File: src/rtl/serial_adder_datapath_pkg.sv
// Shared definitions for the bit-serial adder: default width, FSM encoding
// and the carry helper used by the full-adder cell.
package serial_adder_datapath_pkg;

    localparam int WIDTH_DEFAULT = 8;

    localparam logic [1:0] ST_IDLE = 2'b00;
    localparam logic [1:0] ST_RUN  = 2'b01;
    localparam logic [1:0] ST_DONE = 2'b10;

    function automatic logic majority3(input logic x, input logic y, input logic z);
        return (x & y) | (x & z) | (y & z);
    endfunction

endpackage

File: src/rtl/serial_adder_datapath_full_adder.sv
// One-bit combinational full adder used for each serial bit step.
module full_adder
    import serial_adder_datapath_pkg::*;
(
    input  logic a,
    input  logic b,
    input  logic cin,
    output logic s,
    output logic cout
);

    assign s    = a ^ b ^ cin;
    assign cout = majority3(a, b, cin);

endmodule

File: src/rtl/serial_adder_datapath.sv
// Bit-serial adder: operands captured on load, one bit summed per enabled
// clock LSB-first, result and final carry held until the next load.
module serial_adder_datapath
    import serial_adder_datapath_pkg::*;
#(
    parameter int WIDTH = WIDTH_DEFAULT
) (
    input  logic             clk,
    input  logic             reset,
    input  logic             load,
    input  logic             start,
    input  logic [WIDTH-1:0] a_in,
    input  logic [WIDTH-1:0] b_in,
    output logic [WIDTH-1:0] sum,
    output logic             cout,
    output logic             busy,
    output logic             done,
    output logic [1:0]       dbg_state
);

    localparam int CW = $clog2(WIDTH) + 1;

    logic [1:0]       state;
    logic [WIDTH-1:0] a_sr;
    logic [WIDTH-1:0] b_sr;
    logic             carry;
    logic [CW-1:0]    bit_cnt;
    logic             fa_s;
    logic             fa_c;
    logic             last_bit;

    full_adder u_full_adder (
        .a    (a_sr[0]),
        .b    (b_sr[0]),
        .cin  (carry),
        .s    (fa_s),
        .cout (fa_c)
    );

    assign last_bit = (bit_cnt == CW'(WIDTH - 1));

    // load overrides every state; start only advances the datapath in RUN.
    always_ff @(posedge clk or posedge reset) begin
        if (reset) begin
            state   <= ST_IDLE;
            a_sr    <= '0;
            b_sr    <= '0;
            carry   <= 1'b0;
            bit_cnt <= '0;
            sum     <= '0;
            cout    <= 1'b0;
        end else if (load) begin
            state   <= ST_RUN;
            a_sr    <= a_in;
            b_sr    <= b_in;
            carry   <= 1'b0;
            bit_cnt <= '0;
            sum     <= '0;
            cout    <= 1'b0;
        end else begin
            case (state)
                ST_RUN: begin
                    if (start) begin
                        a_sr    <= {1'b0, a_sr[WIDTH-1:1]};
                        b_sr    <= {1'b0, b_sr[WIDTH-1:1]};
                        sum     <= {fa_s, sum[WIDTH-1:1]};
                        carry   <= fa_c;
                        bit_cnt <= bit_cnt + CW'(1);
                        if (last_bit) begin
                            cout  <= fa_c;
                            state <= ST_DONE;
                        end
                    end
                end
                ST_DONE: state <= ST_IDLE;
                ST_IDLE: state <= ST_IDLE;
                default: state <= ST_IDLE;
            endcase
        end
    end

    assign busy      = (state == ST_RUN);
    assign done      = (state == ST_DONE);
    assign dbg_state = state;

endmodule

File: config.mk
export PLATFORM = sky130hd
export DESIGN_NAME = serial_adder_datapath
export DESIGN_NICKNAME = d
export VERILOG_FILES = /design/src/rtl/serial_adder_datapath_pkg.sv /design/src/rtl/serial_adder_datapath_full_adder.sv /design/src/rtl/serial_adder_datapath.sv
export SDC_FILE = /design/constraint.sdc
export NUM_CORES = 1
export LEC_CHECK = 0
export BUFFER_PORTS_ARGS = -buffer_cell sky130_fd_sc_hd__buf_4
export CORE_MARGIN = 2
export CORE_UTILIZATION = 39
export DETAILED_ROUTE_END_ITERATION = 7
export SYNTH_ARGS = -nofsm -noshare
export SYNTH_HDL_FRONTEND = slang
export SYNTH_SLANG_ARGS = --single-unit
File: constraint.sdc
create_clock -name clk -period 2.15 [get_ports clk]
set_input_delay 0.215 -clock clk [delete_from_list [all_inputs] [get_ports clk]]
set_output_delay 0.215 -clock clk [all_outputs]
set_load 0.01 [all_outputs]
==> metrics.md <==
| Metric | Value |
|---|---|
| Nature of the critical path endpoint | register |
| Sink Count | 32 |
| Skew-Pair Late Insertion Delay | 0.28 ns |
| Slew at the pin closest to its max-slew limit | 0.610 ns |
| Worst r2r dst | sum[0] |
| Register bit total from synthesis | 32 |
| Postcts setup bufs | 0 |
| Post-cts repair resize count | 0 |
| Wire length on met3 | 172 um |
| Final hold slack | 0.0238 ns |
| Total number of vias | 1072 |
| Synthesized cell area | 0.00144 mm2 |
| Count of H-tree levels built during CTS | 2 |
| Final number of max-transition violations | 0 |
| Port bufs | 32 |
| Routed vias/inst | 4.74 |
| Share of flip-flops with an asynchronous set or reset after synthesis | 100% |
| Startpoint Class | register |
| Wire length of the first global-routing pass | 4760 um |
| Routed WL per cell | 11.5 um |
| Post-synth net total | 166 |
| Final design instance area without fill | 0.00179 mm2 |
| Remaining number of nets flagged by the antenna check after routing | 0 |
| I/O pins | 33 |
| Power per standard cell area | 710 mW/mm2 |
| Antenna violations before repair | 0 |
| Wire length on met2 | 1200 um |
| Final routed wirelength across all metal layers | 2610 um |
| Pin count of the biggest net entering global routing | 50 |
| Library cell used as clock root buffer | clkbuf_8 |
| Clock network fraction of design power | 36.5% |
| Switching power | 303 uW |
| Clock skew | 0.00302 ns |
| Worst Setup Slack, final | 0.594 ns |
| Clock-pin slew on the worst setup and hold paths | 0.06 ns |
| First DRT Iteration DRCs | 53 |
| Fraction of the yosys area taken by sequential cells | 55.8% |
| Routability cong. | 0.679 |
| Average footprint of a synthesized cell | 9.97 um2 |
| Top layer in use | met4 |
| Comb pwr share | 11.3% |
| Path depth of the worst reg2reg path | 4 |
| Maximum clock path buffer count | 2 |
| Metal-1 WL | 1180 um |
| Number of global-route vias before repair | 1055 |
| TritonCTS clock tree | built |
| Maximum clock frequency | 643 MHz |
| Post-synthesis instance total | 144 |
| Final critical-path share of the clock period | 72.4% |
| Vertical die dimension | 64.7 um |
| HP Class | input pin to asynchronous set/reset pin |
| Maximum resistive drop on vdd | 0.322 mV |
| Initial standard-cell utilization of the core | 39.8% |
| Slew headroom | 59.3% |
| Setup repair after global routing missed its margin | false |
| Overall die area | 0.00418 mm2 |
| Library cells used by synthesis | 25 |
| Remaining global-route overflow | 0 |
| Result of the run | finished clean |
| Cell Int Power | 971 uW |
| Net total in the final layout | 199 |
| Kind of critical path | register to register |
| Ant. Diodes | 0 |
| WP data arrival | 1.76 ns |
| Sequential Power Share | 52.2% |
| Required time worst endpoint | 2.35 ns |
| Detailed placement HPWL | 1760 um |
| Share of total power consumed by net switching | 23.8% |
| Post-DP Area | 0.00170 mm2 |
| Worst setup slack for register-to-register paths | 0.59 ns |
| Cell count after placement | 218 |
| Share of cells above drive strength 1 | 23.0% |
| Final setup vio count | 0 |
| Number of maximum-capacitance constraint violations | 0 |
| Number of hold buffers added after cts | 0 |
| Number of enable-type register cells in the synthesized netlist | 0 |
| Core Region | 0.00361 mm2 |
| Drt pass-1 iters | 4 |
| Main flop type after synthesis | dfrtp_1 |
| Number of CTS-inserted buffers | 5 |
| Peak fanout along the critical path | 12 |
| Static leakage power | 0.855 nW |
| Crit path time final | 1.56 ns |
| Worst setup slack before clock tree synthesis | 0.602 ns |
| Final standard cell count with taps included and fillers excluded | 226 |
| FP Rows | 22 |
| Global-route usage over all layers | 15.2% |
| Post-route setup TNS | 0 ns |
| Reg-to-reg startpoint | dbg_state[1] |
| Synthesis Warnings | 0 |
| Area grow syn2layout | 25.0% |
| Count of final hold-check violations | 0 |
| Remaining routing DRC violations | 0 |
| Chip Width | 64.7 um |
## flip-flops by register name, summed over array words and instances, names as in the netlist
name / flops
a_sr: 8
carry: 1
dbg_state: 2
b_sr: 8
sum: 8
bit_cnt: 4
cout: 1
## layout by cell type, fill, tap and decap left out
cell type | Yosys | layout
a21oi_1 | 12 | 12
and3b_1 | 1 | 1
nand4b_1 | 1 | 1
buf_4 | 1 | 35
nor2b_1 | 2 | 2
nand2_1 | 38 | 38
o21ai_1 | 19 | 19
a21o_1 | 1 | 1
fa_1 | 1 | 1
nand3b_1 | 1 | 1
nor3_1 | 1 | 1
clkbuf_8 | 0 | 6
inv_1 | 4 | 4
nor2_1 | 1 | 1
o41ai_1 | 1 | 1
nand2b_1 | 1 | 1
xnor2_1 | 1 | 1
dfrtp_1 | 32 | 32
nand3_1 | 1 | 1
ha_1 | 1 | 1
clkbuf_1 | 3 | 2
or3_1 | 2 | 2
mux2i_1 | 14 | 14
## synth_stat cells, types with 2 or more instances
library cell   n  share of area, %
clkbuf_1       3              0.78
or3_1          2              0.87
nor2b_1        2              0.87
buf_1          2              0.52
o21ai_1       19               6.6
mux2i_1       14               9.8
dfrtp_1       32                56
inv_1          4               1.0
nand2_1       38               9.9
a21oi_1       12               4.2
buf_6          2               1.6
## final cells by class
type / instances / area [um2]
clock buffer: 8 / 90.1
tap: 48 / 60.1
timing repair buffer: 35 / 263
fill: 371 / 1810
sequential: 32 / 801
multi-input combinational: 99 / 566
inverter: 4 / 15.0
## metrics by stage
step | utilization (%) | total power, mW
5_1_grt | 49.8 | 1.36
2_1_floorplan | - | 0.769
6_report | 49.8 | 1.27
3_5_place_dp | 47.3 | 0.823
4_1_cts | 49.8 | 1.30
3_3_place_gp | 47.3 | 0.819
## cell families after synthesis
kind of cell,count (synthesis),share of synthesized area [%]
AOI/OAI and AO/OA,33,11.9
xor gates and xnor gates,1,0.610
adders and majority gates,2,2.27
buffers and inverters,13,4.79
DFF,32,55.8
muxes,14,9.76
and+or+nand+nor,49,14.8
## power by group through the flow
stage                     registers, mW  clock network, mW  logic, mW
after floorplan                   0.671                  0     0.0979
after global placement            0.675                  0      0.144
after detailed placement          0.676                  0      0.147
after CTS                         0.665              0.490      0.147
after global routing              0.670              0.526      0.167
final                             0.665              0.466      0.144
## critical path, cell delays in order (launching register included)
cell and delay, ns:
dfrtp_1 0.40, and3b_1 0.62, buf_4 0.26, nand2_1 0.06
a21oi_1 0.13
## worst max-delay path by stage
stage	slack, ns	from	endpoint
detailed placement	0.60	dbg_state[1]	sum[0]
finish	0.59	dbg_state[1]	sum[0]
global route	0.44	dbg_state[1]	sum[6]
global placement	0.66	dbg_state[1]	sum[6]
CTS	0.58	dbg_state[1]	sum[0]
floorplan	0.98	dbg_state[1]	a_sr[0]
## metal layers
layer  global-route usage (%)  vias up
li1                         -      546
met1                     18.0      489
met2                     24.1       30
met3                     5.90        7
met4                     7.18        0
met5                        0        -
Power figures use the tool's default switching activity.
